**src/rtl/vga_sync_decoder.sv**
```systemverilog
// Recovers column/line position from a VGA sync stream, measures line and frame
// timing against the nominal mode, and passes RGB only while timing is locked.
module vga_sync_decoder #(
  parameter int TOTAL_WIDTH    = 800,  // clocks per line
  parameter int TOTAL_HEIGHT   = 525,  // lines per frame
  parameter int H_ACTIVE_START = 48,   // first active column
  parameter int ACTIVE_WIDTH   = 640,  // active columns per line
  parameter int V_ACTIVE_START = 33,   // first active line
  parameter int ACTIVE_HEIGHT  = 480,  // active lines per frame
  parameter int LOCK_FRAMES    = 2     // consecutive good frames needed for lock
) (
  input  logic       i_Clk,
  input  logic       i_Rst,
  input  logic       i_HSync,
  input  logic       i_VSync,
  input  logic [2:0] i_Red,
  input  logic [2:0] i_Green,
  input  logic [2:0] i_Blue,
  output logic       o_Locked,
  output logic [9:0] o_HPos,
  output logic [9:0] o_VPos,
  output logic       o_Active,
  output logic [2:0] o_Red,
  output logic [2:0] o_Green,
  output logic [2:0] o_Blue,
  output logic       o_FrameStart,
  output logic       o_SyncError,
  output logic [9:0] o_LineLength,
  output logic [9:0] o_LineCount
);

  typedef enum logic [1:0] {SEARCH, ACQUIRE, LOCKED} state_t;

  localparam logic [9:0] C_SAT    = 10'd1023;
  localparam logic [9:0] C_WIDTH  = 10'(TOTAL_WIDTH);
  localparam logic [9:0] C_HEIGHT = 10'(TOTAL_HEIGHT);
  localparam logic [9:0] C_HS     = 10'(H_ACTIVE_START);
  localparam logic [9:0] C_HE     = 10'(H_ACTIVE_START + ACTIVE_WIDTH);
  localparam logic [9:0] C_VS     = 10'(V_ACTIVE_START);
  localparam logic [9:0] C_VE     = 10'(V_ACTIVE_START + ACTIVE_HEIGHT);
  localparam logic [7:0] C_LOCK   = 8'(LOCK_FRAMES);

  function automatic logic [9:0] sat_inc(input logic [9:0] x);
    return (x == C_SAT) ? C_SAT : x + 10'd1;
  endfunction

  logic       r_HSync_p0, r_VSync_p0;
  logic       r_HSync_p1, r_VSync_p1;
  logic [2:0] r_Red_p0, r_Green_p0, r_Blue_p0;
  logic [9:0] r_Col, r_Line;
  logic [7:0] r_Good;
  state_t     r_State;

  // Stage 0: input capture plus one-sample sync history for edge detection
  always_ff @(posedge i_Clk or posedge i_Rst) begin
    if (i_Rst) begin
      r_HSync_p0 <= 1'b0;
      r_VSync_p0 <= 1'b0;
      r_HSync_p1 <= 1'b0;
      r_VSync_p1 <= 1'b0;
      r_Red_p0   <= 3'd0;
      r_Green_p0 <= 3'd0;
      r_Blue_p0  <= 3'd0;
    end else begin
      r_HSync_p0 <= i_HSync;
      r_VSync_p0 <= i_VSync;
      r_HSync_p1 <= r_HSync_p0;
      r_VSync_p1 <= r_VSync_p0;
      r_Red_p0   <= i_Red;
      r_Green_p0 <= i_Green;
      r_Blue_p0  <= i_Blue;
    end
  end

  logic       w_HRise, w_VRise;
  logic [9:0] w_ColInc, w_LineInc, w_Col, w_Line;
  logic       w_LineBad, w_FrameBad, w_Viol;
  logic [7:0] w_GoodInc;
  logic       w_LockNext, w_InH, w_InV, w_Active;

  assign w_HRise   = r_HSync_p0 & ~r_HSync_p1;
  assign w_VRise   = r_VSync_p0 & ~r_VSync_p1;
  assign w_ColInc  = sat_inc(r_Col);
  assign w_LineInc = sat_inc(r_Line);
  assign w_Col     = w_HRise ? 10'd0 : w_ColInc;
  assign w_Line    = w_VRise ? 10'd0 : (w_HRise ? w_LineInc : r_Line);

  // A runaway line is flagged once, on the sample where the counter first saturates
  assign w_LineBad  = w_HRise ? (w_ColInc != C_WIDTH) : (r_Col == C_SAT - 10'd1);
  assign w_FrameBad = w_VRise && (w_LineInc != C_HEIGHT);
  assign w_Viol     = w_LineBad || w_FrameBad;
  assign w_GoodInc  = r_Good + 8'd1;

  assign w_LockNext = !w_Viol && ((r_State == LOCKED) ||
                      ((r_State == ACQUIRE) && w_VRise && (w_GoodInc == C_LOCK)));
  assign w_InH      = (w_Col >= C_HS) && (w_Col < C_HE);
  assign w_InV      = (w_Line >= C_VS) && (w_Line < C_VE);
  assign w_Active   = w_LockNext && w_InH && w_InV;

  // Stage 1: position counters, timing measurement, lock FSM and outputs
  always_ff @(posedge i_Clk or posedge i_Rst) begin
    if (i_Rst) begin
      r_Col        <= 10'd0;
      r_Line       <= 10'd0;
      r_Good       <= 8'd0;
      r_State      <= SEARCH;
      o_Locked     <= 1'b0;
      o_HPos       <= 10'd0;
      o_VPos       <= 10'd0;
      o_Active     <= 1'b0;
      o_Red        <= 3'd0;
      o_Green      <= 3'd0;
      o_Blue       <= 3'd0;
      o_FrameStart <= 1'b0;
      o_SyncError  <= 1'b0;
      o_LineLength <= 10'd0;
      o_LineCount  <= 10'd0;
    end else begin
      r_Col  <= w_Col;
      r_Line <= w_Line;
      if (w_HRise) o_LineLength <= w_ColInc;
      if (w_VRise) o_LineCount  <= w_LineInc;

      case (r_State)
        SEARCH: begin
          if (w_VRise) begin
            r_State <= ACQUIRE;
            r_Good  <= 8'd0;
          end
        end
        ACQUIRE: begin
          if (w_Viol) begin
            r_State <= SEARCH;
          end else if (w_VRise) begin
            r_Good <= w_GoodInc;
            if (w_GoodInc == C_LOCK) r_State <= LOCKED;
          end
        end
        LOCKED: begin
          if (w_Viol) r_State <= SEARCH;
        end
        default: r_State <= SEARCH;
      endcase

      o_Locked     <= w_LockNext;
      o_SyncError  <= w_Viol && (r_State != SEARCH);
      o_FrameStart <= w_VRise;
      o_Active     <= w_Active;
      o_HPos       <= w_Active ? (w_Col - C_HS) : 10'd0;
      o_VPos       <= w_Active ? (w_Line - C_VS) : 10'd0;
      o_Red        <= w_Active ? r_Red_p0 : 3'd0;
      o_Green      <= w_Active ? r_Green_p0 : 3'd0;
      o_Blue       <= w_Active ? r_Blue_p0 : 3'd0;
    end
  end

endmodule

```
**config.mk**
```make
export PLATFORM = sky130hd
export DESIGN_NAME = vga_sync_decoder
export DESIGN_NICKNAME = d
export VERILOG_FILES = /design/src/rtl/vga_sync_decoder.sv
export SDC_FILE = /design/constraint.sdc
export NUM_CORES = 1
export LEC_CHECK = 0
export BUFFER_PORTS_ARGS = -buffer_cell sky130_fd_sc_hd__buf_2
export CORE_AREA = 2 2 98 147
export CTS_CLUSTER_DIAMETER = 200
export CTS_CLUSTER_SIZE = 30
export DETAILED_ROUTE_END_ITERATION = 10
export DIE_AREA = 0 0 100 149
export GPL_ROUTABILITY_DRIVEN = 0
export GPL_TIMING_DRIVEN = 1
export MAX_ROUTING_LAYER = met4
export PLACE_DENSITY = 0.62
export SETUP_SLACK_MARGIN = 0.1
export SLEW_MARGIN = 20
export SYNTH_ARGS = -nofsm -noshare
export SYNTH_HDL_FRONTEND = slang
export SYNTH_SLANG_ARGS = --single-unit
```
**constraint.sdc**
```tcl
create_clock -name i_Clk -period 2.8 [get_ports i_Clk]
set_input_delay 0.14 -clock i_Clk [delete_from_list [all_inputs] [get_ports i_Clk]]
set_output_delay 0.14 -clock i_Clk [all_outputs]
set_load 0.03 [all_outputs]
```
## Yosys cells after proc, flatten, opt, wreduce, memory -nomap -nowiden

Cells that the tools add are included.

- Add/sub/neg operators: 5
- Order comparisons: 4
- Equal/unequal tests: 14
- Multiplexer cells: 21
- Bitwise logic cells: 4
- Reductions and logical operators: 17

Operator list:

| kind | count |
|---|---|
| two-way mux 10 bit | 7 |
| == test 10 bit, second input constant | 3 |
| two-way mux 8 bit | 3 |
| adder 10 x 1 -> 10 bit, second input constant | 2 |
| greater-or-equal comparator 10 x 6 -> 1 bit, second input constant | 2 |
| less-than comparator 10 bit, second input constant | 2 |
| != test 10 bit, second input constant | 2 |
| subtractor 10 x 6 -> 10 bit, second input constant | 2 |
| one-hot mux 8 bit (2 select lines) | 1 |
| two-way mux 2 bit | 5 |
| logical AND 1 bit | 9 |
| two-way mux 3 bit | 3 |
| adder 8 x 1 -> 8 bit, second input constant | 1 |
| == test 8 x 2 -> 1 bit, second input constant | 1 |
| != test 2 bit, second input constant | 4 |
| AND reduction 4 bit | 2 |
| one-hot mux 2 bit (3 select lines) | 1 |
| nonzero test 2 bit | 2 |
| != test 3 x 2 -> 1 bit, second input constant | 1 |
| != test 3 bit, second input constant | 1 |
| bitwise AND 1 bit | 2 |
| == test 2 x 1 -> 1 bit, second input constant | 1 |
| == test 2 bit, second input constant | 1 |
| zero test 2 bit | 1 |
| 4 further kinds | 6 |

- Flip-flop bits (word level): 96
- Input port bits: 13
- Output and inout port bits: 53
- Logic and storage cells: 87

## Depth between registers and ports, before layout

Gate-level depths: netlist of the first run.

- Word-level depth: 10
- Depth in mapped cells: 13

## Worst setup path after synthesis of the first run

No wires, ideal clock.

- Kind: reg2reg
- Start point: register r_HSync_p1
- End point: register o_VPos[0]
- Arrival: 2.801 ns
- Setup slack: -0.138 ns
- Cell stages (with the launch flop): 13
- Period minus slack after synthesis: 2.938 ns
- Cell sequence: dfrtp_1 -> and2b_1 -> buf_2 -> buf_2 -> buf_1 -> buf_1 -> a21oi_1 -> ha_1 -> o32a_1 -> o22a_1 -> o211ai_2 -> buf_2 -> nor2_1

- Elaborated cells on any way between the ends: 19
- Classes of those cells: 1 x add/sub; 4 x order compare; 5 x mux; 2 x bitwise; 7 x reduce/logical

RTL lines:

| item | RTL line | text |
|---|---|---|
| start, declared | 48 | `logic r_HSync_p1, r_VSync_p1;` |
| start signal, assigned | 67 | `r_HSync_p1 <= r_HSync_p0;` |
| NOT 1 bit (*) | 81 | `assign w_HRise = r_HSync_p0 & ~r_HSync_p1;` |
| bitwise AND 1 bit (*) | 81 |  |
| two-way mux 10 bit (*) | 85 | `assign w_Col = w_HRise ? 10'd0 : w_ColInc;` |
| via w_Col[5] | 76 | `logic [9:0] w_ColInc, w_LineInc, w_Col, w_Line;` |
| greater-or-equal comparator 10 x 6 -> 1 bit or less-than comparator 10 bit (tied branches) | 96 | `assign w_InH = (w_Col >= C_HS) && (w_Col < C_HE);` |
| logical AND 1 bit (*) | 96 |  |
| logical AND 1 bit (*) (2 in a row) | 98 | `assign w_Active = w_LockNext && w_InH && w_InV;` |
| two-way mux 10 bit (*) | 150 | `o_VPos <= w_Active ? (w_Line - C_VS) : 10'd0;` |
| end signal, assigned | 150 |  |
| end, declared | 21 | `output logic [9:0] o_VPos,` |

The timed path passes the listed nets; every way through them passes the cells marked *.
A chain may end at the register's enable or synchronous reset.

## Worst setup path in the final report of the first run

- Start point: register r_Line[0]
- End point: register o_HPos[3]

- Elaborated cells on any way between the ends: 16
- Classes of those cells: 1 x add/sub; 2 x order compare; 2 x eq/ne; 4 x mux; 7 x reduce/logical

RTL lines:

| item | RTL line | text |
|---|---|---|
| start, declared | 50 | `logic [9:0] r_Col, r_Line;` |
| start signal, assigned | 120 | `r_Line <= w_Line;` |
| adder 10 x 1 -> 10 bit or == test 10 bit (tied branches) | 44 | `return (x == C_SAT) ? C_SAT : x + 10'd1;` |
| two-way mux 10 bit (*) | 44 |  |
| two-way mux 10 bit (*) (2 in a row) | 86 | `assign w_Line = w_VRise ? 10'd0 : (w_HRise ? w_LineInc : r_Line);` |
| via w_Line[1] | 76 |  |
| greater-or-equal comparator 10 x 6 -> 1 bit or less-than comparator 10 bit (tied branches) | 97 | `assign w_InV = (w_Line >= C_VS) && (w_Line < C_VE);` |
| logical AND 1 bit (*) | 97 |  |
| logical AND 1 bit (*) | 98 |  |
| two-way mux 10 bit (*) | 149 | `o_HPos <= w_Active ? (w_Col - C_HS) : 10'd0;` |
| end signal, assigned | 149 |  |
| end, declared | 20 | `output logic [9:0] o_HPos,` |

Marks and branches as above.

==> metrics.md, run 1 <==
| Metric | Value |
|---|---|
| Status | `completed` |
| Design area | `0.00593 mm2` |
| Antenna fix cells | `0` |
| Place WS | `0.0798 ns` |
| # Max-Cap Violations | `0` |
| Total wire length | `11,300 um` |
| Routed WL per cell | `15.5 um` |
| Top cell type's share of synthesized area | `51.2%` |
| Final HPWL DP | `8080 um` |
| Vias per cell | `5.23` |
| CP endpoint kind | `flip-flop` |
| Max H-tree Level | `3` |
| Layout net count | `581` |
| Worst-Skew Late Latency | `0.34 ns` |
| Clk network pwr share | `35.3%` |
| Most frequent cells in the layout | `dfrtp_1 (93), buf_2 (65), nor2_1 (55), buf_4 (41), nand2_1 (29)` |
| DRC viols | `0` |
| # fillers | `1,342` |
| Share of cells above drive strength 1 | `30.6%` |
| Starting Density | `34.0%` |
| Area delta synth->final | `26.5%` |
| Worst setup margin | `0.182 ns` |
| TritonRoute pass-1 iters | `4` |
| CTS tree | `done` |
| Synth Flop Type | `dfrtp_1` |
| Dominant cells by area after synthesis | `dfrtp_1 (51%), nor2_1 (4.5%), a21oi_1 (2.5%)` |
| Pin count of the biggest net entering global routing | `53` |
| CP Max Fanout | `8` |
| Die X | `100 um` |
| Sequential power share | `46.2%` |
| Mapped Area | `0.00469 mm2` |
| Row cnt | `53` |
| Antenna violations before repair | `0` |
| Comb pwr share | `18.6%` |
| Biggest area consumer among synthesized cells | `dfrtp_1` |
| Final setup fails | `0` |
| Net Sw Frac | `30.2%` |
| Hold Vio Cnt, Final | `0` |
| Setup Skew | `0.00772 ns` |
| Antenna-violating nets left | `0` |
| Critical path data arrival time | `2.84 ns` |
| Syn Area/Cell | `10.3 um2` |
| Crit Path Class | `flip-flop to flip-flop` |
| Net switching power figure | `1.01 mW` |
| Die H | `149 um` |
| Max VDD drop | `411 uV` |
| Most common cell after layout, fill and taps aside | `dfrtp_1` |
| Port bufs | `65` |
| CTS buffer count | `9` |
| Clock Path Buffers | `2` |
| Crit path required time | `3.02 ns` |
| YS warnings | `0` |
| Tcrit/Tclk final | `93.5%` |
| Rel. slew slack | `58.9%` |
| Fmax | `0.382 GHz` |
| Vias in the first global route | `3,779` |
| Clk slew on worst S/H paths | `0.07 ns` |
| Clock root cell | `clkbuf_16` |
| Global-route wire length before repair | `18,500 um` |
| Post-synth ARST share | `100%` |
| Leakage power total | `2.80 nW` |
| Post-Syn Nets | `478` |
| Global route total overflow | `0` |
| Via count | `3,818` |
| TritonCTS Sinks | `96` |
| Post-synth EDFFs | `0` |
| Post-Syn Instances | `457` |
| Gr usage total | `16.2%` |
| Startpoint Class | `flip-flop` |
| Minimum clock period | `2.62 ns` |
| Synthesized flop and latch total | `96` |
| PD cells | `566 mW/mm2` |
| Core area | `0.0138 mm2` |
| Iteration-0 DRC Markers | `277` |
| Unrepaired setup endpoints after global routing | `true` |
| Slew Viols, Final | `0` |
| Slew @ Worst Pin | `0.617 ns` |
| Placement Cell Area | `0.00531 mm2` |
| Synth cell types | `71` |
| Worst hold path type | `flip-flop to flip-flop` |
| Setup TNS | `0 ns` |
| Int Power | `2.35 mW` |
| Sequential cell area fraction in the yosys report | `51.2%` |
| # IOs | `66` |
| Die footprint | `0.0149 mm2` |
## final timing paths
| path | start | end | slack [ns] | depth (start not counted) |
|---|---|---|---|---|
| max | r_Line[0] | o_HPos[3] | 0.18 | 12 |
| min in group asynchronous | i_Rst | r_Blue_p0[2] | 0.42 | 3 |
| min | r_VSync_p0 | r_VSync_p1 | 0.39 | 0 |
| max reg2reg | r_Line[0] | o_HPos[3] | 0.18 | 12 |
| min reg2reg | r_VSync_p0 | r_VSync_p1 | 0.39 | 0 |
| max in group asynchronous | i_Rst | r_Line[2] | 1.59 | 4 |
## cell families after synthesis
group           after synthesis  synth area share (%)
mux                           5                  1.07
simple gates                164                  18.9
xor+xnor                     16                  2.99
compound gates              112                  17.4
flops                        96                  51.2
buf+inv                      56                  6.24
fa+ha+maj                     8                  2.13
## power groups by stage
stage          sequential (mW)  combinational, mW  clock (mW)
6_report                  1.55              0.624        1.18
4_1_cts                   1.55              0.567        1.22
3_5_place_dp              1.58              0.552           0
3_3_place_gp              1.57              0.543           0
2_1_floorplan             1.63              0.319           0
5_1_grt                   1.56              0.685        1.30
## flip-flops by register name, summed over array words and instances, names as in the netlist, 8 cells and up
| register | count |
|---|---|
| o_HPos | 10 |
| o_LineCount | 10 |
| o_LineLength | 10 |
| o_VPos | 10 |
| r_Col | 10 |
| r_Line | 10 |
| r_Good | 8 |
## worst max-delay path, cell delays in order, from the launching register on
cell	delay, ns
dfrtp_1	0.39
ha_2	0.19
and3_4	0.22
a31oi_4	0.17
a21oi_2	0.10
inv_2	0.09
ha_4	0.14
o31ai_2	0.09
o41ai_1	0.40
a21oi_1	0.16
o211ai_4	0.28
buf_6	0.20
nor3_1	0.05
## stage by stage
stage	total power, mW	instances	hold slack [ns]	utilization, %
after floorplan	1.95	457	0.171	-
after global placement	2.11	691	0.249	38.5
after detailed placement	2.13	691	0.249	38.5
after CTS	3.34	719	0.389	41.5
after global routing	3.54	730	0.403	43.0
final	3.36	730	0.386	43.0
## cell usage after synthesis, types with 3 or more instances
| cell | number |
|---|---|
| and3_1 | 9 |
| nor3_1 | 9 |
| a211oi_2 | 6 |
| buf_2 | 8 |
| a31oi_1 | 17 |
| ha_1 | 8 |
| nand2b_1 | 3 |
| nand2_1 | 29 |
| nand4_1 | 13 |
| mux2i_1 | 5 |
| buf_4 | 5 |
| xor2_1 | 4 |
| buf_6 | 7 |
| a41o_1 | 3 |
| o211ai_1 | 4 |
| a21oi_1 | 23 |
| nand3_1 | 9 |
| o21a_1 | 3 |
| and4_1 | 5 |
| o21ai_0 | 20 |
| xnor2_1 | 12 |
| nor2b_1 | 4 |
| and2_1 | 3 |
| clkbuf_1 | 7 |
| a41oi_1 | 5 |
| o31ai_1 | 3 |
| nor3_2 | 4 |
| nor2_1 | 56 |
| o22ai_1 | 4 |
| dfrtp_1 | 96 |
| inv_1 | 26 |
## layer usage
layer,GRT usage [%],vias up,part of all wire (%)
met5,-,-,0
met4,7.33,0,1.4
met2,27.3,84,53
met1,18.3,1883,42
li1,-,1839,-
met3,3.70,12,3.3
## final cells by class
| cell class | instances | area, um2 | area share [%] |
|---|---|---|---|
| inverter | 26 | 100 | 1.69 |
| clock inverter | 7 | 61.3 | 1.03 |
| clock buffer | 9 | 225 | 3.80 |
| tap | 165 | 206 | 3.48 |
| timing repair buffer | 122 | 807 | 13.6 |
| multi-input combinational | 305 | 2130 | 35.8 |
| sequential | 96 | 2410 | 40.6 |
## what timing repair did
action / CTS / global route
buffers inserted: 0 / 9
endpoints found under the hold margin: 61 / 0
hold buffers: 12 / 0
gates resized for setup: 2 / 33
setup endpoints to repair: 30 / 31
cloned: 0 / 2
pin swaps: 0 / 8
No activity file was read; power rests on OpenSTA's default activity.
==> run 2: changes to the inputs <==
- REMOVE_ABC_BUFFERS: unset -> 1
==> metrics.md, run 2 (synthesized netlist as in run 1, its figures left out) <==
| Metric | Value |
|---|---|
| Status | `complete, but fails checks` |
| Violated checks | `negative hold slack` |
| Most common cell type on the critical path | `buf_4` |
| Slew Viols, Final | `0 (unchanged)` |
| Share of cells above drive strength 1 | `30.0% (-0.60 points)` |
| Critical path data arrival time | `2.85 ns (about the same)` |
| Antenna fix cells | `0 (unchanged)` |
| Startpoint Class | `flip-flop` |
| Crit path required time | `3.04 ns (+0.02 ns)` |
| Final setup fails | `0 (unchanged)` |
| Slew @ Worst Pin | `0.771 ns (+0.154 ns)` |
| Global route total overflow | `0 (unchanged)` |
| TritonCTS Sinks | `96 (unchanged)` |
| Die footprint | `0.0149 mm2 (unchanged)` |
| CP Cell Sequence | `and2_2, buf_4, a2111oi_4, nor2_2, o41ai_1, a21oi_1, o211ai_2, buf_4, buf_6, nor2_1` |
| Layout net count | `579 (-0.34%)` |
| Gr usage total | `15.4% (-0.85 points)` |
| Unrepaired setup endpoints after global routing | `true` |
| Vias in the first global route | `3,672 (-2.8%)` |
| Most frequent cells in the layout | `dfrtp_1 (93), buf_2 (65), nor2_1 (53), buf_4 (39), nand2_1 (29)` |
| CP Max Fanout | `10 (+2)` |
| # Max-Cap Violations | `0 (unchanged)` |
| Routed WL per cell | `15.1 um (-2.5%)` |
| Final HPWL DP | `7640 um (-5.4%)` |
| CTS buffer count | `9 (unchanged)` |
| Worst-Skew Late Latency | `0.35 ns (about the same)` |
| Global-route wire length before repair | `17,700 um (-4.4%)` |
| TritonRoute pass-1 iters | `4 (unchanged)` |
| Worst hold path type | `primary input to async pin` |
| Area delta synth->final | `26.0%` |
| Pin count of the biggest net entering global routing | `88 (+66%)` |
| Most common cell after layout, fill and taps aside | `dfrtp_1` |
| Clock Path Buffers | `2 (unchanged)` |
| Iteration-0 DRC Markers | `223 (-19%)` |
| Antenna violations before repair | `0 (unchanged)` |
| Max VDD drop | `293 uV (-29%)` |
| Antenna-violating nets left | `0 (unchanged)` |
| Port bufs | `65 (unchanged)` |
| CP endpoint kind | `flip-flop` |
| Leakage power total | `2.83 nW (+1.1%)` |
| Tcrit/Tclk final | `93.1% (-0.36 points)` |
| Die X | `100 um (unchanged)` |
| Core area | `0.0138 mm2 (unchanged)` |
| Hold Vio Cnt, Final | `86 (+86)` |
| Clock root cell | `clkbuf_16` |
| PD cells | `566 mW/mm2 (about the same)` |
| Minimum clock period | `2.61 ns (-0.0102 ns)` |
| CTS tree | `done` |
| Setup Skew | `0.00804 ns (+0.000317 ns)` |
| Crit Path Class | `flip-flop to flip-flop` |
| Via count | `3,800 (-0.47%)` |
| Starting Density | `34.0% (unchanged)` |
| Die H | `149 um (unchanged)` |
| # IOs | `66 (unchanged)` |
| Clk slew on worst S/H paths | `0.07 ns (about the same)` |
| Worst path top cell family by delay | `compound AO/OA/AOI/OAI gates` |
| Row cnt | `53 (unchanged)` |
| Post-layout utilization of the core | `42.9% (-0.15 points)` |
| Rel. slew slack | `48.6% (-10 points)` |
| Total Power | `3.34 mW (-0.44%)` |
| Max H-tree Level | `3 (unchanged)` |
| Buf+Inv Stages, Crit Path | `3 (+1)` |
| Fmax | `0.383 GHz (+0.39%)` |
| Vias per cell | `5.22 (-0.20%)` |
| Slowest cell on the critical path | `dfrtp_1` |
| CP max stage delay | `0.44 ns (+0.04 ns)` |
| Hold Slack | `-0.0689 ns (-0.455 ns)` |
| DRC viols | `0 (unchanged)` |
| Total wire length | `11,000 um (-2.7%)` |
## run 2: cell count changes in the layout (fill, tap and decap cells not counted), sizes merged
cell | before | now
buf | 110 | 108
dlygate4sd3 | 12 | 11
clkbuf | 9 | 11
clkinv | 2 | 1
## run 2: power by group
group	internal [mW]	switching [mW]
logic	0.235	0.362
registers	1.47	0.0745
clock network	0.626	0.574
total	2.33	1.01
## run 2: worst register-to-register path: stages (launching register included)
cell and delay [ns]:
dfrtp_1 0.44, and2_2 0.29, buf_4 0.18, a2111oi_4 0.44, nor2_2 0.12, o41ai_1 0.37
a21oi_1 0.12, o211ai_2 0.17, buf_4 0.15, buf_6 0.14, nor2_1 0.07
## run 2: stage by stage
step,instance area [um2],TNS [ns],worst slack [ns],std cells
after floorplan,4490,-17.05,-0.589,427
after global placement,5310,0,0.0921,691
after detailed placement,5310,0,0.0522,691
after CTS,5710,0,0.115,718
after global routing,5910,0,0.0599,728
final,5910,0,0.192,728
## run 2: layout make-up
| type | instances | area (um2) |
|---|---|---|
| clock buffers | 10 | 229 |
| inverters | 26 | 103 |
| clock inverters | 6 | 58.8 |
| well taps | 165 | 206 |
| flip-flops and latches | 96 | 2410 |
| fillers | 1329 | 7880 |
| repair buffers | 120 | 816 |
| multi-input cells | 305 | 2090 |
## run 2: metal layers
metal  part of all wire [%]  global-route usage, %
met5                      0                      -
met4                    2.1                   6.51
met3                    4.1                   2.91
met2                     52                   25.2
met1                     42                   18.5
## run 2: final timing paths
check	from	to	slack (ns)	depth (start not counted)
hold reg to reg	r_VSync_p0	r_VSync_p1	0.39	0
setup / recovery	r_Line[9]	o_VPos[4]	0.19	10
setup reg to reg	r_Line[9]	o_VPos[4]	0.19	10
hold / removal	i_Rst	r_Red_p0[2]	-0.07	2
max in group asynchronous	i_Rst	o_Green[2]	2.22	3
min in group i_Clk	r_VSync_p0	r_VSync_p1	0.39	0
## run 2: what timing repair did
| item | 4_1_cts | 5_1_grt |
|---|---|---|
| endpoints found under the setup margin | 30 | 30 |
| cloned | 0 | 1 |
| pin swaps | 0 | 9 |
| hold endpoints to repair | 11 | 0 |
| buffers inserted | 0 | 9 |
| hold buffers | 11 | 0 |
| resized for setup | 2 | 24 |
